### src/rtl/pipe_reg_pkg.sv
// Shared definitions for the pipe_reg valid/ready stage: occupancy states and count width.
package pipe_reg_pkg;

    localparam int unsigned PIPE_CNT_W = 2;

    typedef enum logic [1:0] {
        PIPE_EMPTY = 2'd0,
        PIPE_ONE   = 2'd1,
        PIPE_TWO   = 2'd2
    } pipe_state_t;

    function automatic logic [PIPE_CNT_W-1:0] pipe_state_count(input pipe_state_t s);
        case (s)
            PIPE_ONE: return PIPE_CNT_W'(1);
            PIPE_TWO: return PIPE_CNT_W'(2);
            default:  return '0;
        endcase
    endfunction

endpackage

### src/rtl/pipe_reg_dff.sv
// Enable flip-flop with synchronous active-high reset to a parameterised value.
module dff #(
    parameter int unsigned           WIDTH     = 1,
    parameter logic [WIDTH-1:0]      RESET_VAL = '0
) (
    input  logic             clk,
    input  logic             rst,
    input  logic             en,
    input  logic [WIDTH-1:0] d,
    output logic [WIDTH-1:0] q
);

    always_ff @(posedge clk) begin
        if (rst) begin
            q <= RESET_VAL;
        end else if (en) begin
            q <= d;
        end
    end

endmodule

### src/rtl/pipe_reg.sv
// Valid/ready pipeline register with 1-cycle latency; define PIPE_SKID_EN for a
// two-entry skid buffer with a registered in_ready, otherwise a single entry stage.
module pipe_reg
    import pipe_reg_pkg::*;
#(
    parameter int unsigned           DATA_WIDTH = 32,
    parameter logic [DATA_WIDTH-1:0] RESET_VAL  = '0
) (
    input  logic                  clk,
    input  logic                  rst,
    input  logic                  flush,
    input  logic                  in_valid,
    output logic                  in_ready,
    input  logic [DATA_WIDTH-1:0] in_data,
    output logic                  out_valid,
    input  logic                  out_ready,
    output logic [DATA_WIDTH-1:0] out_data,
    output logic [PIPE_CNT_W-1:0] count
);

    pipe_state_t           r_state;
    pipe_state_t           w_state_nxt;
    logic [PIPE_CNT_W-1:0] r_count;
    logic                  w_in_xfer;
    logic                  w_out_xfer;
    logic                  w_main_en;
    logic [DATA_WIDTH-1:0] w_main_d;
`ifdef PIPE_SKID_EN
    logic                  w_skid_en;
    logic [DATA_WIDTH-1:0] w_skid_q;
`endif

    assign out_valid = (r_state != PIPE_EMPTY);
    assign count     = r_count;
`ifdef PIPE_SKID_EN
    assign in_ready  = (r_count != PIPE_CNT_W'(2));
`else
    assign in_ready  = !out_valid || out_ready;
`endif

    assign w_in_xfer  = in_valid && in_ready;
    assign w_out_xfer = out_valid && out_ready;

    always_comb begin
        w_state_nxt = r_state;
        w_main_en   = 1'b0;
        w_main_d    = in_data;
`ifdef PIPE_SKID_EN
        w_skid_en   = 1'b0;
`endif
        case (r_state)
            PIPE_EMPTY: begin
                if (w_in_xfer) begin
                    w_state_nxt = PIPE_ONE;
                    w_main_en   = 1'b1;
                end
            end
            PIPE_ONE: begin
                if (w_in_xfer && w_out_xfer) begin
                    w_main_en = 1'b1;
                end else if (w_out_xfer) begin
                    w_state_nxt = PIPE_EMPTY;
`ifdef PIPE_SKID_EN
                end else if (w_in_xfer) begin
                    w_state_nxt = PIPE_TWO;
                    w_skid_en   = 1'b1;
`endif
                end
            end
`ifdef PIPE_SKID_EN
            PIPE_TWO: begin
                if (w_out_xfer) begin
                    w_state_nxt = PIPE_ONE;
                    w_main_en   = 1'b1;
                    w_main_d    = w_skid_q;
                end
            end
`endif
            default: w_state_nxt = PIPE_EMPTY;
        endcase
        // Flush drops valid state only; gating the enables keeps payload registers untouched.
        if (flush) begin
            w_state_nxt = PIPE_EMPTY;
            w_main_en   = 1'b0;
`ifdef PIPE_SKID_EN
            w_skid_en   = 1'b0;
`endif
        end
    end

    always_ff @(posedge clk) begin
        if (rst) begin
            r_state <= PIPE_EMPTY;
            r_count <= '0;
        end else begin
            r_state <= w_state_nxt;
            r_count <= pipe_state_count(w_state_nxt);
        end
    end

    dff #(
        .WIDTH     (DATA_WIDTH),
        .RESET_VAL (RESET_VAL)
    ) u_main (
        .clk (clk),
        .rst (rst),
        .en  (w_main_en),
        .d   (w_main_d),
        .q   (out_data)
    );

`ifdef PIPE_SKID_EN
    dff #(
        .WIDTH     (DATA_WIDTH),
        .RESET_VAL (RESET_VAL)
    ) u_skid (
        .clk (clk),
        .rst (rst),
        .en  (w_skid_en),
        .d   (in_data),
        .q   (w_skid_q)
    );
`endif

endmodule

### config.mk
export PLATFORM = sky130hd
export DESIGN_NAME = pipe_reg
export DESIGN_NICKNAME = d
export VERILOG_FILES = /design/src/rtl/pipe_reg_pkg.sv /design/src/rtl/pipe_reg_dff.sv /design/src/rtl/pipe_reg.sv
export SDC_FILE = /design/constraint.sdc
export NUM_CORES = 1
export LEC_CHECK = 0
export ABC_AREA = 1
export BUFFER_PORTS_ARGS = -buffer_cell sky130_fd_sc_hd__buf_2
export CORE_MARGIN = 1.5
export CORE_UTILIZATION = 50
export CTS_CLUSTER_DIAMETER = 200
export DETAILED_ROUTE_END_ITERATION = 10
export PLACE_DENSITY = 0.91
export SYNTH_ARGS = -nofsm -noshare
export SYNTH_HDL_FRONTEND = slang
export SYNTH_SLANG_ARGS = --single-unit
### constraint.sdc
create_clock -name clk -period 1.8 [get_ports clk]
set_clock_uncertainty 0.2 [all_clocks]
set_input_delay 0.36 -clock clk [delete_from_list [all_inputs] [get_ports clk]]
set_output_delay 0.36 -clock clk [all_outputs]
set_load 0.01 [all_outputs]
==> metrics.txt, run 1 <==
# TYPE chip_impl_metric gauge
chip_impl_metric{name="met1_length",unit="µm"} 1380
chip_impl_metric{name="grt_antenna_before_repair",unit=""} 0
chip_impl_metric{name="switchingPower",unit="mW"} 0.398
chip_impl_metric{name="synth_top_area_share",unit="%"} 44.0
chip_impl_info{name="synthMostInstantiatedCell",value="nor2_1"} 1
chip_impl_metric{name="synthesis.area",unit="mm²"} 0.00164
chip_impl_metric{name="synth.distinct_cells",unit=""} 18
chip_impl_metric{name="wirelength",unit="µm"} 3380
chip_impl_metric{name="reported_leakage_power",unit="nW"} 1.14
chip_impl_metric{name="switching_share",unit="%"} 27.1
chip_impl_metric{name="max_freq",unit="GHz"} 0.586
chip_impl_metric{name="power_frac_clock",unit="%"} 25.0
chip_impl_metric{name="fin_nets",unit=""} 337
chip_impl_metric{name="drt.antenna.violating_nets",unit=""} 0
chip_impl_metric{name="drt_iter0_markers",unit=""} 66
chip_impl_metric{name="numClockSinks",unit=""} 36
chip_impl_metric{name="cts_buffers",unit=""} 5
chip_impl_metric{name="grt.total_usage",unit="%"} 20.9
chip_impl_metric{name="drive_above_1_share",unit="%"} 33.6
chip_impl_info{name="top_layer",value="met4"} 1
chip_impl_info{name="critPathLaunch",value="r_state[1]"} 1
chip_impl_info{name="top_cells_by_area_in_the_synthesized_netlist",value="dfxtp_1 (44%), nor2_1 (15%), inv_1 (8.5%)"} 1
chip_impl_metric{name="share_of_power_burned_in_combinational_logic",unit="%"} 17.1
chip_impl_metric{name="hold_viol_final",unit=""} 0
chip_impl_metric{name="number_of_port_buffers",unit=""} 72
chip_impl_metric{name="floorplan.initialDensity",unit="%"} 53.3
chip_impl_metric{name="number_of_warnings_printed_during_yosys_synthesis",unit=""} 0
chip_impl_metric{name="period_share",unit="%"} 94.7
chip_impl_metric{name="core-area",unit="mm²"} 0.00308
chip_impl_info{name="run_status",value="completed"} 1
chip_impl_metric{name="gpl.final_weighted_congestion",unit=""} 0.766
chip_impl_metric{name="drt_pre_antenna_iters",unit=""} 4
chip_impl_metric{name="design.portCount",unit=""} 73
chip_impl_metric{name="pin_count_of_the_biggest_net_entering_global_routing",unit=""} 33
chip_impl_metric{name="postCtsHoldBufs",unit=""} 0
chip_impl_metric{name="vdd_ir_drop_max",unit="V"} 0.000461
chip_impl_info{name="synth.top_cells.by_count",value="nor2_1 (65), inv_1 (37), dfxtp_1 (36)"} 1
chip_impl_metric{name="clock_tree.htree_level_count",unit=""} 2
chip_impl_metric{name="clock_path_buffers",unit=""} 2
chip_impl_metric{name="finalCriticalPeriod",unit="ns"} 1.71
chip_impl_metric{name="fp.dieW",unit="µm"} 60.3
chip_impl_metric{name="finish.instance_area",unit="mm²"} 0.00204
chip_impl_metric{name="worstSkewPairLatency",unit="ns"} 0.33
chip_impl_info{name="synth_area_leader_cell",value="dfxtp_1"} 1
chip_impl_metric{name="sequentialPowerShare",unit="%"} 57.9
chip_impl_info{name="end_kind",value="output pin"} 1
chip_impl_metric{name="post_detailed_route_via_to_cell_ratio",unit=""} 4.46
chip_impl_info{name="crit-reg2reg-launch",value="r_state[0]"} 1
chip_impl_info{name="crit_path_top_delay_cell",value="dfxtp_1"} 1
chip_impl_metric{name="vias",unit=""} 1526
chip_impl_metric{name="critPathRequiredTime",unit="ns"} 1.24
chip_impl_info{name="crit_path_start_kind",value="flip-flop"} 1
chip_impl_metric{name="finalMaxSlewViolations",unit=""} 0
chip_impl_info{name="ys_dominant_reg_cell",value="dfxtp_1"} 1
chip_impl_metric{name="synth.ff_latch_count",unit=""} 36
chip_impl_metric{name="synth-seq-area-share",unit="%"} 44.0
chip_impl_metric{name="syn_inst",unit=""} 226
chip_impl_metric{name="pwr_density_cell",unit="mW/mm²"} 719
chip_impl_metric{name="synth_enable_flop_cells",unit=""} 0
chip_impl_metric{name="critPathMaxFanout",unit=""} 19
chip_impl_metric{name="postSynthAreaPerCell",unit="µm²"} 7.25
chip_impl_metric{name="first_global_vias",unit=""} 1383
chip_impl_metric{name="global_route_wire_length_before_repair",unit="µm"} 5570
chip_impl_info{name="rsz0062_at_grt",value="false"} 1
chip_impl_metric{name="internal_power",unit="mW"} 1.07
chip_impl_metric{name="critPathArrivalTime",unit="ns"} 1.15
chip_impl_metric{name="setup-violations-final",unit=""} 0
chip_impl_info{name="holdCritStartpoint",value="rst"} 1
chip_impl_info{name="clock_root_cell",value="clkbuf_4"} 1
chip_impl_metric{name="critical_path.max_stage_delay",unit="ns"} 0.39
chip_impl_metric{name="path_clk_slew",unit="ns"} 0.10
chip_impl_info{name="cts_tree",value="yes"} 1
chip_impl_metric{name="areaGrowthSynthToFinish",unit="%"} 24.7
chip_impl_metric{name="die-area",unit="mm²"} 0.00363
chip_impl_metric{name="cap_violations",unit=""} 0
chip_impl_metric{name="gr-total-overflow",unit=""} 0
chip_impl_metric{name="fp-row-count",unit=""} 20
chip_impl_info{name="worstPathCellList",value="inv_4 -> nand2_4 -> nand2_8 -> buf_2"} 1
chip_impl_metric{name="die_y",unit="µm"} 60.3
chip_impl_metric{name="post-place-cells",unit=""} 337
chip_impl_metric{name="insertedDiodeCount",unit=""} 0
chip_impl_info{name="critical_path_class",value="reg2out"} 1
chip_impl_metric{name="instances_no_fill",unit=""} 342
chip_impl_metric{name="met3_length",unit="µm"} 206
chip_impl_metric{name="dpl-instance-area",unit="mm²"} 0.00200
chip_impl_metric{name="met2_wirelength",unit="µm"} 1730
chip_impl_metric{name="final.fill_count",unit=""} 279
chip_impl_metric{name="place_hpwl",unit="µm"} 2560
chip_impl_info{name="min-delay-path-class",value="in2reg"} 1
chip_impl_metric{name="detail_route.drc_violations",unit=""} 0
chip_impl_metric{name="setup-tns-final",unit="ns"} 0
chip_impl_metric{name="routed_wire_length_per_instance",unit="µm"} 9.88
chip_impl_metric{name="async_reset_ff_share",unit="%"} 0
[what timing repair did]
| item | in CTS | in global routing |
|---|---|---|
| setup endpoints to repair | 0 | 1 |
| resized for setup | 0 | 1 |
| setup buffers | 0 | 0 |
[power by group through the flow]
stage | registers, mW | logic (mW) | clock network, mW
5_1_grt | 0.855 | 0.286 | 0.421
6_report | 0.850 | 0.252 | 0.368
3_5_place_dp | 0.869 | 0.252 | 0
2_1_floorplan | 0.886 | 0.145 | 0
3_3_place_gp | 0.868 | 0.245 | 0
4_1_cts | 0.851 | 0.252 | 0.382
[per-layer routing]
metal	global-route usage, %	vias up
met3	6.49	8
li1	-	811
met5	0	-
met2	37.1	46
met1	22.0	661
met4	10.5	0
[state kept, by name, indices dropped and copies added (netlist names)]
name	cells
count	2
r_state	2
u_main.q	32
[through the flow]
step | util [%] | power [mW] | setup slack, ns | hold WS [ns]
4_1_cts | 66.1 | 1.48 | 0.0421 | 0.00831
3_5_place_dp | 64.9 | 1.12 | 0.280 | 0.265
5_1_grt | 66.4 | 1.56 | 0.0242 | 0.000386
2_1_floorplan | - | 1.03 | 0.524 | 0.239
3_3_place_gp | 64.9 | 1.11 | 0.340 | 0.256
6_report | 66.4 | 1.47 | 0.0947 | 0.0242
[placed cells by master (no fill, tap or decap), types with 2 or more instances in the layout]
cell / Yosys / final
nor3_1: 2 / 2
nand3_2: 10 / 10
nand3_1: 23 / 23
buf_2: 1 / 72
nor2_1: 65 / 65
clkbuf_4: 0 / 5
inv_1: 37 / 37
buf_4: 0 / 5
conb_1: 1 / 2
nor2_4: 2 / 2
nand2_1: 32 / 32
dfxtp_1: 36 / 36
[kinds of logic (layout without fill, tap and decap cells)]
kind of cell           Yosys count  after routing  synth area share (%)
other                            1              2                 0.229
AO/OA/AOI/OAI                    1              1                 0.305
flip-flops                      36             36                  44.0
AND/OR/NAND/NOR                138            138                  39.5
buffers and inverters           50            121                  16.0
[final timing paths]
kind | slack [ns] | depth (start not counted) | to
setup reg to reg | 0.40 | 7 | u_main.q[5]
hold reg to reg | 0.28 | 2 | u_main.q[15]
hold / removal | 0.02 | 2 | r_state[0]
setup / recovery | 0.09 | 4 | in_ready
[layout make-up]
cell class,count,area (µm²),area share [%]
sequential,36,721,35.3
multi-input combinational,141,668,32.7
timing repair buffer,78,418,20.4
inverter,38,145,7.10
tap,44,55.1,2.69
clock buffer,5,37.5,1.84
[critical path: cells and delay by family, from the launching register on]
kind | cells | cell delay [ns]
flops | 1 | 0.39
simple gates | 2 | 0.19
buf+inv | 2 | 0.23
No activity file was read; power rests on OpenSTA's default activity.
==> run 2: changes to the inputs <==
CORE_ASPECT_RATIO = 0.5   (was default)
PLACE_DENSITY = 0.84   (was 0.91)
SETUP_SLACK_MARGIN = 0.4   (was default)
==> run 2 against run 1 <==
Effect of this change: sequential share of layout area fell by 3.6 points; sequential cell count did not move; via count rose by 9.2%; critical path depth did not move; core utilization rose by 8.2 points; critical endpoint unchanged.
==> metrics.txt, run 2 (synthesis gave the netlist of run 1 again) <==
# TYPE chip_impl_metric gauge
chip_impl_info{name="critical_path_class",value="reg2out"} 1
chip_impl_metric{name="cts_buffers",unit=""} 5
chip_impl_metric{name="vias",unit=""} 1667
chip_impl_metric{name="routed_wire_length_per_instance",unit="µm"} 11.9
chip_impl_metric{name="finalMaxSlewViolations",unit=""} 0
chip_impl_metric{name="drt_pre_antenna_iters",unit=""} 4
chip_impl_metric{name="grt.total_usage",unit="%"} 20.4
chip_impl_info{name="clock_root_cell",value="clkbuf_8"} 1
chip_impl_metric{name="post_detailed_route_via_to_cell_ratio",unit=""} 4.72
chip_impl_metric{name="fp-row-count",unit=""} 14
chip_impl_metric{name="vdd_ir_drop_max",unit="V"} 0.000427
chip_impl_metric{name="grt_antenna_before_repair",unit=""} 0
chip_impl_metric{name="layout.area.seq",unit="µm²"} 723
chip_impl_metric{name="fp.dieW",unit="µm"} 84.0
chip_impl_metric{name="cap_violations",unit=""} 0
chip_impl_metric{name="areaGrowthSynthToFinish",unit="%"} 39.6
chip_impl_metric{name="max_reg_flops",unit=""} 32
chip_impl_info{name="min-delay-path-class",value="in2reg"} 1
chip_impl_metric{name="numClockSinks",unit=""} 36
chip_impl_metric{name="path_clk_slew",unit="ns"} 0.07
chip_impl_metric{name="core-area",unit="mm²"} 0.00307
chip_impl_metric{name="reported_leakage_power",unit="nW"} 1.25
chip_impl_metric{name="setup-violations-final",unit=""} 0
chip_impl_metric{name="period_share",unit="%"} 83.2
chip_impl_info{name="largest_register",value="u_main.q"} 1
chip_impl_metric{name="gpl.final_weighted_congestion",unit=""} 0.713
chip_impl_metric{name="hold_viol_final",unit=""} 0
chip_impl_metric{name="first_global_vias",unit=""} 1429
chip_impl_metric{name="drt.antenna.violating_nets",unit=""} 0
chip_impl_metric{name="critPathMaxFanout",unit=""} 3
chip_impl_metric{name="dpl-instance-area",unit="mm²"} 0.00199
chip_impl_metric{name="finish.instance_area",unit="mm²"} 0.00229
chip_impl_metric{name="power_frac_clock",unit="%"} 34.2
chip_impl_metric{name="clock_tree.htree_level_count",unit=""} 2
chip_impl_metric{name="critPathArrivalTime",unit="ns"} 0.94
chip_impl_metric{name="global_route_wire_length_before_repair",unit="µm"} 5940
chip_impl_metric{name="number_of_port_buffers",unit=""} 72
chip_impl_info{name="rsz0062_at_grt",value="true"} 1
chip_impl_metric{name="worstSkewPairLatency",unit="ns"} 0.29
chip_impl_metric{name="switching_share",unit="%"} 26.7
chip_impl_metric{name="internal_power",unit="mW"} 1.28
chip_impl_metric{name="pin_count_of_the_biggest_net_entering_global_routing",unit=""} 33
chip_impl_info{name="layout.cells.most_common_list",value="buf_2 (71), nor2_1 (64), inv_1 (37), dfxtp_1 (34), nand2_1 (31)"} 1
chip_impl_metric{name="design.portCount",unit=""} 73
chip_impl_metric{name="die_y",unit="µm"} 43.5
chip_impl_metric{name="pwr_density_cell",unit="mW/mm²"} 765
chip_impl_metric{name="insertedDiodeCount",unit=""} 0
chip_impl_metric{name="sequentialPowerShare",unit="%"} 48.6
chip_impl_info{name="crit_path_start_kind",value="flip-flop"} 1
chip_impl_metric{name="drt_iter0_markers",unit=""} 72
chip_impl_metric{name="final.fill_count",unit=""} 226
chip_impl_info{name="run_status",value="completed"} 1
chip_impl_metric{name="switchingPower",unit="mW"} 0.468
chip_impl_info{name="end_kind",value="output pin"} 1
chip_impl_metric{name="multi_input_area",unit="µm²"} 688
chip_impl_info{name="cts_tree",value="yes"} 1
chip_impl_metric{name="detail_route.drc_violations",unit=""} 0
chip_impl_info{name="commonest_non_fill_non_tap_cell_in_the_layout",value="buf_2"} 1
chip_impl_metric{name="rrSetupSlack",unit="ns"} 0.32
chip_impl_metric{name="setup-tns-final",unit="ns"} 0
chip_impl_metric{name="wirelength",unit="µm"} 4190
chip_impl_metric{name="max_freq",unit="GHz"} 0.667
chip_impl_metric{name="finalCriticalPeriod",unit="ns"} 1.50
chip_impl_metric{name="critPathRequiredTime",unit="ns"} 1.24
chip_impl_metric{name="place_hpwl",unit="µm"} 2490
chip_impl_metric{name="floorplan.initialDensity",unit="%"} 53.5
chip_impl_metric{name="die-area",unit="mm²"} 0.00365
chip_impl_metric{name="clock_path_buffers",unit=""} 2
chip_impl_metric{name="share_of_power_burned_in_combinational_logic",unit="%"} 17.1
chip_impl_metric{name="fin_nets",unit=""} 349
chip_impl_metric{name="drive_above_1_share",unit="%"} 38.0
chip_impl_metric{name="gr-total-overflow",unit=""} 0
[run 2: cell types whose count changed in the layout (fill, tap and decap cells not counted), sizes merged]
cell / delta
buf: +10
clkbuf: +5
[run 2: final timing paths]
path,to,start,cells past startpoint
hold / removal,r_state[0],rst,2
hold reg to reg,u_main.q[31],u_main.q[31],2
setup reg to reg,u_main.q[25],r_state[1],9
setup / recovery,in_ready,r_state[1],4
[run 2: per-layer routing]
metal / vias up / wire (µm) / track usage (%)
met4: 0 / 38 / 5.90
met5: - / 0 / 0
li1: 838 / - / -
met3: 5 / 257 / 6.29
met2: 62 / 2220 / 38.9
met1: 762 / 1680 / 22.8
[run 2: layout make-up]
| cell class | instances | area share (%) |
|---|---|---|
| sequential | 36 | 31.6 |
| multi-input combinational | 141 | 30.1 |
| timing repair buffer | 90 | 25.9 |
| inverter | 38 | 6.34 |
| clock buffer | 8 | 3.94 |
| tap | 40 | 2.19 |
[run 2: critical path, stage by stage, from the launching register on]
cell and delay [ns]:
dfxtp_2 0.35, inv_4 0.04, nand2_4 0.09, nand2_8 0.05, buf_6 0.12
[run 2: stage by stage]
step           hold WS (ns)  setup WS, ns  cells  util [%]  power, mW
3_5_place_dp          0.271         0.255    332      64.8       1.12
6_report             0.0681         0.302    353      74.7       1.75
2_1_floorplan         0.239         0.524    227         -       1.03
3_3_place_gp          0.264         0.323    332      64.8       1.11
5_1_grt              0.0699         0.261    353      74.7       1.82
4_1_cts              0.0652         0.308    345      69.9       1.71
[run 2: power groups by stage]
stage	Sequential, mW	Clock [mW]	Combinational [mW]
after floorplan	0.886	0	0.145
after global placement	0.868	0	0.241
after detailed placement	0.869	0	0.248
after CTS	0.852	0.589	0.264
after global routing	0.855	0.630	0.332
final	0.852	0.600	0.300
[run 2: timing repair]
action | in CTS | in global routing
gates resized for setup | 7 | 12
endpoints found under the setup margin | 21 | 34
buffers inserted | 5 | 5
hold buffers | 0 | 0
pin swaps | 2 | 2
cloned | 0 | 3
==> run 3: changes to the inputs <==
CORE_UTILIZATION = 42   (was 50)
PLACE_DENSITY = 0.75   (was 0.84)
clock period = 1.34 ns   (was 1.8 ns; I/O delays follow)
==> run 3 against run 2 <==
Effect of this change: the run now ends with negative setup slack left; worst setup slack lost 0.37 ns; final cell count grew 1.1%; global-route usage shrank 1.5 points; critical path type is now reg2reg; largest cell class unchanged; highest routed layer unchanged.
==> metrics.txt, run 3 (synthesis gave the netlist of run 1 again) <==
# TYPE chip_impl_metric gauge
chip_impl_metric{name="numClockSinks",unit=""} 36
chip_impl_metric{name="instances_no_fill",unit=""} 357
chip_impl_metric{name="worstHoldPathCells",unit=""} 2
chip_impl_info{name="family_with_the_most_delay_on_the_worst_path",value="simple AND/OR/NAND/NOR gates"} 1
chip_impl_metric{name="cts_buffers",unit=""} 5
chip_impl_info{name="layout.cells.most_common_list",value="nor2_1 (65), buf_2 (38), inv_1 (36), dfxtp_2 (35), buf_6 (35)"} 1
chip_impl_metric{name="drt.antenna.violating_nets",unit=""} 0
chip_impl_metric{name="worstSkewPairLatency",unit="ns"} 0.28
chip_impl_metric{name="met1_usage",unit="%"} 18.9
chip_impl_metric{name="fin_nets",unit=""} 343
chip_impl_metric{name="die-area",unit="mm²"} 0.00431
chip_impl_metric{name="vias",unit=""} 1637
chip_impl_metric{name="insertedDiodeCount",unit=""} 0
chip_impl_metric{name="final.fill_count",unit=""} 289
chip_impl_metric{name="post_detailed_route_via_to_cell_ratio",unit=""} 4.59
chip_impl_metric{name="detail_route.drc_violations",unit=""} 0
chip_impl_metric{name="gpl.final_weighted_congestion",unit=""} 0.710
chip_impl_metric{name="grt_antenna_before_repair",unit=""} 0
chip_impl_metric{name="die_y",unit="µm"} 47.2
chip_impl_metric{name="routed_wire_length_per_instance",unit="µm"} 11.8
chip_impl_metric{name="drt_iter0_markers",unit=""} 43
chip_impl_metric{name="critPathMaxFanout",unit=""} 15
chip_impl_info{name="commonest_non_fill_non_tap_cell_in_the_layout",value="nor2_1"} 1
chip_impl_info{name="violations",value="negative setup slack"} 1
chip_impl_metric{name="critPathArrivalTime",unit="ns"} 1.38
chip_impl_metric{name="groute.layer.met3.usage",unit="%"} 5.02
chip_impl_metric{name="pwr_density_cell",unit="mW/mm²"} 910
chip_impl_metric{name="reported_leakage_power",unit="nW"} 1.27
chip_impl_metric{name="crit_cells",unit=""} 8
chip_impl_metric{name="hold_viol_final",unit=""} 0
chip_impl_info{name="min-delay-path-class",value="in2reg"} 1
chip_impl_metric{name="layout_setup_ws",unit="ns"} -0.0702
chip_impl_metric{name="design.portCount",unit=""} 73
chip_impl_info{name="crit_path_top_delay_cell",value="dfxtp_2"} 1
chip_impl_metric{name="place_hpwl",unit="µm"} 2580
chip_impl_metric{name="fp.dieW",unit="µm"} 91.3
chip_impl_metric{name="first_global_vias",unit=""} 1499
chip_impl_metric{name="max_reg_flops",unit=""} 32
chip_impl_metric{name="layout.area.seq",unit="µm²"} 764
chip_impl_metric{name="clock_path_buffers",unit=""} 2
chip_impl_metric{name="vdd_ir_drop_max",unit="V"} 0.000396
chip_impl_metric{name="number_of_port_buffers",unit=""} 72
chip_impl_info{name="clock_root_cell",value="clkbuf_8"} 1
chip_impl_metric{name="design_power_total",unit="mW"} 2.34
chip_impl_metric{name="global_route_wire_length_before_repair",unit="µm"} 6240
chip_impl_metric{name="path_clk_slew",unit="ns"} 0.06
chip_impl_info{name="worstPathCellList",value="inv_4 -> buf_12 -> nand2_8 -> nor2_4 -> buf_12 -> nand3_1 -> nand2_1 -> nor2_1"} 1
chip_impl_info{name="rsz0062_at_grt",value="true"} 1
chip_impl_metric{name="post-place-cells",unit=""} 347
chip_impl_metric{name="fp-row-count",unit=""} 15
chip_impl_info{name="crit_path_start_kind",value="flip-flop"} 1
chip_impl_metric{name="drt_pre_antenna_iters",unit=""} 4
chip_impl_metric{name="worst_r2r_path_depth",unit=""} 8
chip_impl_info{name="largest_register",value="u_main.q"} 1
chip_impl_metric{name="multi_input_area",unit="µm²"} 761
chip_impl_metric{name="grt.total_usage",unit="%"} 18.9
chip_impl_metric{name="clock_tree.htree_level_count",unit=""} 2
chip_impl_metric{name="cap_violations",unit=""} 0
chip_impl_metric{name="pin_count_of_the_biggest_net_entering_global_routing",unit=""} 18
chip_impl_info{name="global_route.peak_usage_layer",value="met2"} 1
chip_impl_metric{name="max_freq",unit="GHz"} 0.709
chip_impl_metric{name="critPathBufInv",unit=""} 3
chip_impl_info{name="run_status",value="finished with violations"} 1
chip_impl_metric{name="drive_above_1_share",unit="%"} 52.0
chip_impl_metric{name="finalCriticalPeriod",unit="ns"} 1.41
chip_impl_metric{name="wirelength",unit="µm"} 4230
chip_impl_info{name="end_kind",value="flip-flop"} 1
chip_impl_metric{name="gr-total-overflow",unit=""} 0
chip_impl_metric{name="finalMaxSlewViolations",unit=""} 0
chip_impl_metric{name="areaGrowthSynthToFinish",unit="%"} 56.6
chip_impl_info{name="critical_path_class",value="reg2reg"} 1
chip_impl_metric{name="setup-violations-final",unit=""} 31
chip_impl_metric{name="period_share",unit="%"} 105
chip_impl_metric{name="critPathRequiredTime",unit="ns"} 1.31
chip_impl_metric{name="floorplan.initialDensity",unit="%"} 45.7
chip_impl_info{name="critPathMostFrequentCell",value="buf_12"} 1
chip_impl_metric{name="globalRouteMet2Util",unit="%"} 38.7
chip_impl_metric{name="core-area",unit="mm²"} 0.00358
chip_impl_metric{name="critical_path.max_stage_delay",unit="ns"} 0.34
chip_impl_metric{name="post-route-util",unit="%"} 71.6
chip_impl_info{name="cts_tree",value="yes"} 1
chip_impl_metric{name="postCtsHoldBufs",unit=""} 0
## run 3: metal layers
layer	up-vias	part of all wire, %
li1	824	-
met3	8	5.3
met2	51	55
met5	-	0
met1	754	38
met4	0	1.8
## run 3: where the power goes
part	internal [mW]	switching, mW
sequential	1.13	0.0350
combinational	0.235	0.229
clock	0.353	0.355
total	1.72	0.619
## run 3: through the flow
stage | area, µm² | setup slack (ns) | hold slack [ns] | TNS (ns)
after detailed placement | 2140 | -0.0475 | 0.268 | -0.600
final | 2570 | -0.0702 | 0.0302 | -0.448
after global placement | 2140 | -0.0122 | 0.257 | -0.112
after floorplan | 1690 | 0.113 | 0.147 | 0
after global routing | 2570 | -0.106 | 0.0258 | -2.55
after CTS | 2520 | -0.0677 | 0.00663 | -0.632
## run 3: repair_timing
| item | 4_1_cts | 5_1_grt |
|---|---|---|
| gates resized for setup | 73 | 7 |
| endpoints found under the setup margin | 70 | 70 |
| pin swaps | 3 | 4 |
| setup buffers | 2 | 1 |
## run 3: final timing paths
path,startpoint,end,slack [ns]
worst max-delay path,r_state[1],u_main.q[15],-0.07
worst min-delay path,rst,r_state[0],0.03
worst max register to register,r_state[1],u_main.q[15],-0.07
worst min register to register,u_main.q[11],u_main.q[11],0.29
## run 3: cell type report
cell class	count	share of cell area (%)
clock buffers	6	2.83
clock inverters	1	0.195
inverters	38	5.66
multi-input cells	141	29.6
flip-flops and latches	36	29.8
well taps	51	2.49
repair buffers	84	29.4
